$ cat src/rtl/c3ud_pkg.sv
// rtl/c3ud_pkg.sv - shared types for the 3-bit up/down counter receive-side monitor
// Purpose: monitor FSM states, step classification codes and direction encoding.
// Ports: none (package).
package c3ud_pkg;

    typedef enum logic [1:0] {
        SYNC = 2'd0,
        ACQ  = 2'd1,
        LOCK = 2'd2
    } state_t;

    typedef enum logic [1:0] {
        ST_HOLD = 2'd0,
        ST_UP   = 2'd1,
        ST_DN   = 2'd2,
        ST_JUMP = 2'd3
    } step_t;

    localparam logic DIR_UP = 1'b0;
    localparam logic DIR_DN = 1'b1;

endpackage

$ cat src/rtl/c3ud_step_cls.sv
// rtl/c3ud_step_cls.sv - combinational modulo-2^W step classifier
// Purpose: classify the move from prev to cnt as hold/up/down/jump and flag wrapping moves.
// Ports:
//   prev       in   W   previously sampled count
//   cnt        in   W   currently sampled count
//   step       out  2   step class (step_t)
//   wrap_cand  out  1   step is up from all-ones to zero or down from zero to all-ones
module c3ud_step_cls
    import c3ud_pkg::*;
#(
    parameter int W = 3
) (
    input  logic [W-1:0] prev,
    input  logic [W-1:0] cnt,
    output step_t        step,
    output logic         wrap_cand
);

    // W-bit arithmetic gives the modulo-2^W neighbours for free.
    logic [W-1:0] prev_inc;
    logic [W-1:0] prev_dec;

    assign prev_inc = prev + W'(1);
    assign prev_dec = prev - W'(1);

    always_comb begin
        step = ST_JUMP;
        if (cnt == prev) begin
            step = ST_HOLD;
        end else if (cnt == prev_inc) begin
            step = ST_UP;
        end else if (cnt == prev_dec) begin
            step = ST_DN;
        end
    end

    assign wrap_cand = ((step == ST_UP) && (prev == '1)) ||
                       ((step == ST_DN) && (prev == '0));

endmodule

$ cat src/rtl/c3ud_decoder.sv
// rtl/c3ud_decoder.sv - receive-side monitor for a synchronous up/down counter
// Purpose: samples the count bus every clk, recovers counting direction, declares lock,
//          flags illegal steps, reversals and wrap events, and counts errors.
// Ports:
//   clk       in   1      rising-edge clock, same domain as the counter
//   res       in   1      asynchronous reset, active-low
//   en        in   1      counter enable aligned to cnt_in
//   cnt_in    in   W      sampled count value
//   dir       out  1      recovered direction (0 = up, 1 = down), valid while locked
//   locked    out  1      direction locked
//   step_err  out  1      one-cycle pulse on an illegal step
//   dir_chg   out  1      one-cycle pulse on a legal reversal while locked
//   wrap      out  1      one-cycle pulse on a legal wrapping step while locked
//   err_cnt   out  ERR_W  saturating count of step_err pulses
module c3ud_decoder
    import c3ud_pkg::*;
#(
    parameter int W      = 3,
    parameter int LOCK_N = 2,
    parameter int ERR_W  = 4
) (
    input  logic             clk,
    input  logic             res,
    input  logic             en,
    input  logic [W-1:0]     cnt_in,
    output logic             dir,
    output logic             locked,
    output logic             step_err,
    output logic             dir_chg,
    output logic             wrap,
    output logic [ERR_W-1:0] err_cnt
);

    localparam int RUN_W = $clog2(LOCK_N + 1);

    state_t             state_q, state_d;
    logic [W-1:0]       prev_q;
    logic [RUN_W-1:0]   run_q, run_d, run_inc;
    logic               dir_q, dir_d;
    logic               err_q, err_d;
    logic               chg_q, chg_d;
    logic               wrap_q, wrap_d;
    logic [ERR_W-1:0]   err_cnt_q;

    step_t              step;
    logic               wrap_cand;
    logic               legal;
    logic               moved;
    logic               step_dir;

    c3ud_step_cls #(.W(W)) u_step_cls (
        .prev      (prev_q),
        .cnt       (cnt_in),
        .step      (step),
        .wrap_cand (wrap_cand)
    );

    // A legal step is a single count move while enabled, or no change while disabled.
    assign moved    = en && ((step == ST_UP) || (step == ST_DN));
    assign legal    = moved || (!en && (step == ST_HOLD));
    assign step_dir = (step == ST_DN) ? DIR_DN : DIR_UP;
    assign run_inc  = (run_q >= RUN_W'(LOCK_N)) ? run_q : run_q + RUN_W'(1);

    always_comb begin
        state_d = state_q;
        run_d   = run_q;
        dir_d   = dir_q;
        err_d   = 1'b0;
        chg_d   = 1'b0;
        wrap_d  = 1'b0;
        case (state_q)
            SYNC: begin
                // First edge only establishes prev; nothing to compare against yet.
                state_d = ACQ;
                run_d   = '0;
            end
            ACQ: begin
                if (!legal) begin
                    err_d = 1'b1;
                    run_d = '0;
                end else if (moved) begin
                    if ((run_q == '0) || (step_dir == dir_q)) begin
                        run_d = run_inc;
                    end else begin
                        run_d = RUN_W'(1);
                    end
                    dir_d = step_dir;
                    if (run_d >= RUN_W'(LOCK_N)) begin
                        state_d = LOCK;
                        wrap_d  = wrap_cand;
                    end
                end
            end
            LOCK: begin
                if (!legal) begin
                    err_d   = 1'b1;
                    run_d   = '0;
                    state_d = ACQ;
                end else if (moved) begin
                    if (step_dir != dir_q) begin
                        dir_d = step_dir;
                        chg_d = 1'b1;
                    end
                    wrap_d = wrap_cand;
                end
            end
            default: begin
                state_d = SYNC;
                run_d   = '0;
            end
        endcase
    end

    always_ff @(posedge clk or negedge res) begin
        if (!res) begin
            state_q   <= SYNC;
            prev_q    <= '0;
            run_q     <= '0;
            dir_q     <= DIR_UP;
            err_q     <= 1'b0;
            chg_q     <= 1'b0;
            wrap_q    <= 1'b0;
            err_cnt_q <= '0;
        end else begin
            state_q <= state_d;
            // prev tracks the bus unconditionally so the monitor resyncs after any error.
            prev_q  <= cnt_in;
            run_q   <= run_d;
            dir_q   <= dir_d;
            err_q   <= err_d;
            chg_q   <= chg_d;
            wrap_q  <= wrap_d;
            if (err_d && (err_cnt_q != '1)) begin
                err_cnt_q <= err_cnt_q + ERR_W'(1);
            end
        end
    end

    assign dir      = dir_q;
    assign locked   = (state_q == LOCK);
    assign step_err = err_q;
    assign dir_chg  = chg_q;
    assign wrap     = wrap_q;
    assign err_cnt  = err_cnt_q;

endmodule

$ cat config.mk
export PLATFORM = sky130hd
export DESIGN_NAME = c3ud_decoder
export DESIGN_NICKNAME = d
export VERILOG_FILES = /design/src/rtl/c3ud_pkg.sv /design/src/rtl/c3ud_step_cls.sv /design/src/rtl/c3ud_decoder.sv
export SDC_FILE = /design/constraint.sdc
export NUM_CORES = 1
export LEC_CHECK = 0
export BUFFER_PORTS_ARGS = -buffer_cell sky130_fd_sc_hd__buf_2
export CORE_MARGIN = 2
export CORE_UTILIZATION = 58
export DETAILED_ROUTE_END_ITERATION = 12
export GPL_TIMING_DRIVEN = 0
export PLACE_DENSITY = 0.82
export SYNTH_ARGS = -nofsm -noshare
export SYNTH_HDL_FRONTEND = slang
export SYNTH_SLANG_ARGS = --single-unit
$ cat constraint.sdc
create_clock -name clk -period 7.2 [get_ports clk]
set_input_delay 1.08 -clock clk [delete_from_list [all_inputs] [get_ports clk]]
set_output_delay 1.08 -clock clk [all_outputs]
set_load 0.01 [all_outputs]
==> results of run 1 <==
state kept, by name (all words and copies together) (netlist names):
signal and count:
wrap 1, dir_chg 1, run_q 2, step_err 1, state_q 2, dir 1
err_cnt 4, prev_q 3
how the worst min path moves through the flow:
stage | from | cells past startpoint | to | slack, ns
2_1_floorplan | run_q[1] | 2 | run_q[1] | 0.45
3_3_place_gp | run_q[1] | 2 | run_q[1] | 0.47
3_5_place_dp | run_q[1] | 2 | run_q[1] | 0.48
4_1_cts | run_q[1] | 2 | run_q[1] | 0.50
5_1_grt | run_q[1] | 2 | run_q[1] | 0.51
6_report | run_q[1] | 2 | run_q[1] | 0.49
synthesized netlist by cell type, drive strengths merged:
| cell type | number |
|---|---|
| xnor2 | 4 |
| nand2 | 8 |
| dfrtp | 15 |
| mux2 | 4 |
| or2 | 4 |
| nand3 | 1 |
| and3 | 1 |
| a22oi | 1 |
| a21oi | 4 |
| nor3 | 1 |
| nor2b | 1 |
| o2111a | 1 |
| o21ai | 2 |
| xor2 | 4 |
| nor2 | 5 |
| a31oi | 1 |
| o22ai | 1 |
| ha | 13 |
| o211ai | 1 |
| and2b | 1 |
| nand2b | 4 |
| a32o | 2 |
| nand4 | 1 |
| inv | 9 |
| a22o | 1 |
cell families (layout without fill, tap and decap cells):
logic type                 Yosys count  in the layout  synth area share
buffers and inverters                9             27           0.03624
muxes                                4              4           0.04832
DFF                                 15             15            0.4027
AOI/OAI and AO/OA                   14             14            0.1047
adders and majority gates           13             13            0.1745
xor gates and xnor gates             8              8           0.08323
and+or+nand+nor                     27             27            0.1503
area by class of cell:
cell class                      instances  share of cell area
Clock buffer                            3             0.02140
Clock inverter                          1            0.007134
Inverter                                9             0.03210
Multi-Input combinational cell         66              0.4970
Sequential cell                        15              0.3567
Tap cell                               16             0.01902
Timing Repair Buffer                   14             0.06659
per-layer routing:
layer / GRT usage / vias to the layer above
li1: - / 342
met5: 0 / -
met1: 0.2348 / 304
met3: 0.04898 / 2
met2: 0.3000 / 10
met4: 0.09091 / 0
through the flow:
step	hold slack, ns	instance area [µm²]
2_1_floorplan	0.4453	932.1
3_3_place_gp	0.4661	1022
3_5_place_dp	0.4771	1022
4_1_cts	0.4996	1052
5_1_grt	0.5140	1052
6_report	0.4903	1052
where the power goes:
part / switching, mW / total (mW) / internal (mW)
sequential: 0.0201 / 0.127 / 0.107
combinational: 0.0682 / 0.132 / 0.0636
clock: 0.0278 / 0.0489 / 0.0211
critical path, stage by stage:
cell	delay [ns]
buf_2	0.12
xor2_1	0.25
nor3_1	0.12
or2_1	0.26
ha_1	0.28
and2b_1	0.28
o211ai_1	0.15
or2_1	0.25
a22oi_1	0.18
==> results.cfg, run 1 <==
[die]
die_area_mm2 = 0.001944
core_mm2 = 0.001506
fp.dieW_um = 44.09
start_util = 0.6188
die_y_um = 44.09
fp-row-count = 14
ios = 15

[sta]
relSlewSlack = 0.7847
maxSlewViolCount = 0
clock.fmax_ghz = 0.3589
setup_ws_ns = 4.414
fin_crit_sh = 0.3870
setup_viol_count_final = 0
worst_pin_slew_ns = 0.3230
fin_setup_tns_ns = 0
clock-skew-final_ns = 0.002760
rsz0062_at_grt = no
hold_viol_final = 0
period_needed_ns = 2.786

[placed_design]
gp_congestion = 0.8028
dp_cells = 120
place_ws_ns = 4.103
dp_hpwl_um = 1251
numPortBuffers = 14

[routing]
dr.pass1.iters = 4
drcViolationCount = 0
wl_per_cell_um = 12.00
routed_wl_um = 1488
drt_iter0_markers = 4
vias = 658
drt-met1-wl_um = 702
routed.top_layer = met4
antenna_left = 0
vias_per_cell = 5.306
wl_met3_um = 47
met2_wirelength_um = 725

[worst_setup_path]
reg2reg_to = state_q[1]
crit-reg2reg-launch = prev_q[0]
cp-startpoint = cnt_in[2]
worstSetupStartpointType = input port
crit_arrival_ns = 2.98
worstPathRequired_ns = 7.39
r2r_slack_ns = 4.57
crit_path_end_kind = flop
crit_type = in2reg
crit_end = state_q[1]
worst_r2r_path_depth = 11
crit_fanout = 6

[layout]
ff_latch_area_um2 = 375.4
diodes = 0
multi_input_area_um2 = 523.0
fin_nets = 128
final_core_util = 0.6985
fillers = 131
final_cells = 124
area_delta_synth_final_pct = 12.89
layout_common_cells = dfrtp_1 (15), buf_2 (14), ha_1 (13)
final_common_cell = dfrtp_1
drive_above_1_share = 0.2037

[cts]
cts_htree_levels = 1
clockRootBuffer = clkbuf_4
cts_buffers = 3
cts_setup_buffers = 0
clock_latency_ns = 0.28
postCtsHoldBufs = 0
clock-sinks = 15
clock_path_buffers = 2
clkTransAtPathRegs_ns = 0.09
post_cts_resized = 0
tritoncts = built

[synth]
syn_area_per_cell_um2 = 10.36
ys_warn_count = 0
syn_area_um2 = 932.1
yosysUniqueCellTypes = 28
yosysSeqAreaShare = 0.4027
yosys-top-cells-area = dfrtp_1 (40%), ha_1 (17%), mux2_1 (4.8%)
syn-num-nets = 109
yosysTopAreaCell = dfrtp_1
synth_top_area_share = 0.4027
synth_seq_cells = 15
synthCells = 90

[flow_run]
maxCapViolCount = 0

[run_status]
status = completed

[power]
max-vdd-ir-drop_uv = 193.0
p_leak_nw = 0.5346
power.total_uw = 307.8
power_density_mw_per_mm2 = 292.5

[grt]
grt_remaining_overflow = 0
grt_pass1_wl_um = 2587
grt_pass1_vias = 634
grt_max_degree = 16
antenna_found_initial = 0
grt_usage = 0.1873

[min_path]
hp-class = reg2reg
(Power assumes the default switching activity.)
==> inputs of run 2 (changes only) <==
Settings changed: CORE_UTILIZATION 58 to 54, PLACE_DENSITY 0.82 to 0.77.
Clock period 7.2 ns to 2.65 ns, I/O delays scaled along.
==> run 2 against run 1 <==
Against the previous run:
- the flow now finishes with violations (hold timing)
- combinational power rose to 2.9 times the previous value
- clock skew fell by 0.0018 ns
- total power rose to 2.8 times the previous value
- wire length rose by 6.5%
- sequential cell count did not move
- cell area rose by 4.5%
- clock-buffer cell count did not move
- register-to-register slack got worse by 4.4 ns
- clock power rose to 2.7 times the previous value
- critical path type is now reg2reg
==> results.cfg, run 2 (synthesis results as in run 1) <==
[worst_setup_path]
critPathMostFrequentCell = ha_1
crit_path_cell_trace = ha_1 > ha_1 > xnor2_1 > nand2_1 > a21oi_2 > or2_4 > ha_4 > nand2b_4 > and3_4 > nand4_1 > mux2_1
critPathBufInv = 0
max_stage_delay_ns = 0.41
crit_family = adder cells
crit_path_top_delay_cell = dfrtp_1
worstSetupStartpointType = flop
crit_type = reg2reg
worstPathRequired_ns = 2.83
crit_path_end_kind = flop
crit_fanout = 4
crit_arrival_ns = 2.70

[layout]
layout_common_cells = dfrtp_1 (15), buf_2 (14), ha_1 (12)
largest_reg_flops = 4
multi_input_area_um2 = 556.8
diodes = 0
fillers = 145
drive_above_1_share = 0.2727
final_common_cell = dfrtp_1
final_cells = 127
ff_latch_area_um2 = 375.4
stdcell_area_mm2 = 0.001100
fin_nets = 130
area_delta_synth_final_pct = 17.99

[cts]
cts_htree_levels = 1
clkTransAtPathRegs_ns = 0.09
postCtsHoldBufs = 0
clock_path_buffers = 2
clock-sinks = 15
cts_buffers = 3
clockRootBuffer = clkbuf_4
tritoncts = built
clock_latency_ns = 0.29

[routing]
antenna_left = 0
wl_per_cell_um = 12.47
routed_wl_um = 1584
vias_per_cell = 5.236
dr.pass1.iters = 4
vias = 665
drt_iter0_markers = 16
drcViolationCount = 0

[die]
fp.dieW_um = 45.55
fp-row-count = 15
die_area_mm2 = 0.002074
start_util = 0.5581
core_mm2 = 0.001670
die_y_um = 45.55
ios = 15

[placed_design]
placed_cell_area_mm2 = 0.001023
numPortBuffers = 14
dp_hpwl_um = 1192
gp_congestion = 0.7278
dp_cells = 121
place_ws_ns = 0.04738

[sta]
maxSlewViolCount = 0
fin_crit_sh = 0.9493
relSlewSlack = 0.7262
worst_pin_slew_ns = 0.4076
setup_ws_ns = 0.1344
clock.fmax_ghz = 0.3975
setup_viol_count_final = 0
clock-skew-final_ns = 0.0009761
period_needed_ns = 2.516
finalHoldWorstSlack_ns = -0.006945
hold_viol_final = 15
fin_setup_tns_ns = 0

[min_path]
hp-class = in2async

[run_status]
status = complete, but fails checks
violations = hold timing

[flow_run]
maxCapViolCount = 0

[grt]
grt_remaining_overflow = 0
grt_pass1_wl_um = 2566
grt_pass1_vias = 608
antenna_found_initial = 0
grt_max_degree = 16
grt_usage = 0.1736

[power]
power_density_mw_per_mm2 = 779.4
p_leak_nw = 0.5557
max-vdd-ir-drop_uv = 540.6
run 2: report_power, final:
| part | switching [mW] | internal, mW |
|---|---|---|
| clock network | 0.0777 | 0.0562 |
| registers | 0.0519 | 0.290 |
| logic | 0.193 | 0.188 |
run 2: final cells by class:
type,count,area share
flip-flops and latches,15,0.3413
inverters,9,0.03072
well taps,17,0.01934
repair buffers,16,0.07736
multi-input cells,66,0.5063
clock buffers,3,0.02048
clock inverters,1,0.004551
run 2: layer usage:
layer / part of all wire / vias up / global-route usage
met1: 0.45 / 305 / 0.2286
met5: 0 / - / 0
met3: 0.045 / 2 / 0.03968
li1: - / 345 / -
met4: 0.015 / 0 / 0.07059
met2: 0.49 / 13 / 0.2732
run 2: stage by stage:
step,power [mW],utilization
after floorplan,0.5997,-
after global placement,0.6923,0.6127
after detailed placement,0.7091,0.6127
after CTS,0.8442,0.6300
after global routing,0.9331,0.6584
final,0.8572,0.6584
run 2: what timing repair did:
action,in CTS,in global routing
setup endpoints to repair,1,6
pin swaps,0,1
setup buffers,0,2
gates resized for setup,1,6
run 2: path summary, 6_finish.rpt:
path / startpoint / endpoint / slack, ns / cells after the start
min in group clk: cnt_in[0] / prev_q[0] / 0.23 / 1
hold reg to reg: run_q[1] / run_q[1] / 0.50 / 2
setup reg to reg: prev_q[0] / err_cnt[3] / 0.13 / 11
setup / recovery: prev_q[0] / err_cnt[3] / 0.13 / 11
hold / removal: res / err_cnt[3] / -0.007 / 1
max in group asynchronous: res / state_q[0] / 2.41 / 1
==> inputs of run 3 (changes only) <==
Settings changed: CORE_MARGIN 2 to 1.5.
==> run 3 against run 2 <==
Against the previous run:
- the flow still finishes with violations (hold timing)
- sequential power about the same
- die area decreased by 4.3%
- via count decreased by 0.15%
- highest routed layer unchanged
==> results.cfg, run 3 (synthesis results as in run 1) <==
[routing]
wl_per_cell_um = 11.75
drcViolationCount = 0
routed_wl_um = 1469
drt_iter0_markers = 11
antenna_left = 0
dr.pass1.iters = 4
vias_per_cell = 5.312
vias = 664

[worst_setup_path]
crit_path_end_kind = flop
max_stage_delay_ns = 0.41
path_depth = 11
worstPathRequired_ns = 2.86
critPathMostFrequentCell = ha_1
crit_arrival_ns = 2.73
crit_path_top_delay_cell = dfrtp_1
crit_path_cell_trace = ha_1 > ha_1 > xnor2_1 > nand2_1 > a21oi_2 > or2_1 > ha_1 > and2b_2 > o211ai_1 > or2_1 > a22oi_2
worstSetupStartpointType = flop
worst_r2r_path_depth = 11
crit_type = reg2reg
critPathBufInv = 0
crit_family = simple AND/OR/NAND/NOR gates
crit_fanout = 6

[sta]
rsz0062_at_grt = yes
hold_viol_final = 15
clock-skew-final_ns = 0.006873
finalHoldWorstSlack_ns = -0.01155
relSlewSlack = 0.7805
maxSlewViolCount = 0
setup_viol_count_final = 0
worst_pin_slew_ns = 0.3293
clock.fmax_ghz = 0.3960
period_needed_ns = 2.525
fin_crit_sh = 0.9529

[cts]
tritoncts = built
clock_path_buffers = 2
cts_buffers = 3
clock_latency_ns = 0.29
postCtsHoldBufs = 0
cts_htree_levels = 1
clockRootBuffer = clkbuf_4
clkTransAtPathRegs_ns = 0.10
clock-sinks = 15

[layout]
diodes = 0
final_core_util = 0.6886
fin_nets = 129
drive_above_1_share = 0.2569
area_delta_synth_final_pct = 15.17
layout_common_cells = dfrtp_1 (15), buf_2 (14), ha_1 (13)
final_cells = 125
largest_reg_flops = 4
final_common_cell = dfrtp_1
fillers = 133

[die]
fp.dieW_um = 44.55
die_y_um = 44.55
start_util = 0.5979
ios = 15
fp-row-count = 14
die_area_mm2 = 0.001984
core_mm2 = 0.001559

[grt]
grt_usage = 0.1719
grt_remaining_overflow = 0
met1_usage = 0.2046
antenna_found_initial = 0
met2_usage = 0.2696
grt_pass1_vias = 592
grt_max_degree = 16
grt_pass1_wl_um = 2435
grtUsageMet3 = 0.04898
top_usage_layer = met2

[placed_design]
dp_cells = 120
gp_congestion = 0.7324
numPortBuffers = 14
dp_hpwl_um = 1160

[run_status]
status = complete, but fails checks
violations = hold timing

[power]
max-vdd-ir-drop_uv = 510.8
p_leak_nw = 0.5481
power_density_mw_per_mm2 = 797.4
power.total_uw = 856.0

[flow_run]
maxCapViolCount = 0

[min_path]
hp-class = in2async
## run 3: report_power, final
group	total (mW)	internal, mW	switching, mW
clock network	0.134	0.0561	0.0774
registers	0.344	0.291	0.0539
logic	0.378	0.185	0.193
total	0.856	0.532	0.324
## run 3: stage by stage
step,instance area (µm²),setup slack [ns],TNS (ns)
5_1_grt,1074,-0.03536,-0.03536
3_5_place_dp,1022,0.05401,0
3_3_place_gp,1022,0.08713,0
2_1_floorplan,932.1,0.2408,0
6_report,1074,0.1248,0
4_1_cts,1050,0.02017,0
## run 3: worst paths after layout
kind | start | endpoint | slack [ns]
worst max register to register | prev_q[0] | state_q[1] | 0.12
worst min register to register | run_q[1] | run_q[1] | 0.48
max in group asynchronous | res | dir | 2.41
worst min-delay path | res | err_cnt[3] | -0.01
worst max-delay path | prev_q[0] | state_q[1] | 0.12
min in group clk | cnt_in[0] | prev_q[0] | 0.23
## run 3: layout make-up
class	instances	area, µm²	area share
repair buffers	15	77.57	0.07226
clock inverters	1	5.005	0.004662
flip-flops and latches	15	375.4	0.3497
clock buffers	3	22.52	0.02098
inverters	9	33.78	0.03147
well taps	16	20.02	0.01865
multi-input cells	66	539.3	0.5023
## run 3: layer usage
| metal | wire length (µm) | vias to the layer above |
|---|---|---|
| met2 | 688 | 12 |
| met3 | 42 | 3 |
| li1 | - | 340 |
| met1 | 714 | 309 |
| met5 | 0 | - |
| met4 | 24 | 0 |
## run 3: worst register-to-register path: cells and delay by family (launching register included)
kind	cells	cell delay [ns]
and+or+nand+nor	4	0.84
adders and majority gates	3	0.77
AOI/OAI and AO/OA	3	0.30
DFF	1	0.41
xor gates and xnor gates	1	0.13
## run 3: timing repair
| item | CTS | global route |
|---|---|---|
| setup buffers | 0 | 1 |
| resized for setup | 0 | 6 |
| endpoints found under the setup margin | 0 | 7 |
| endpoints found under the hold margin | 0 | 0 |
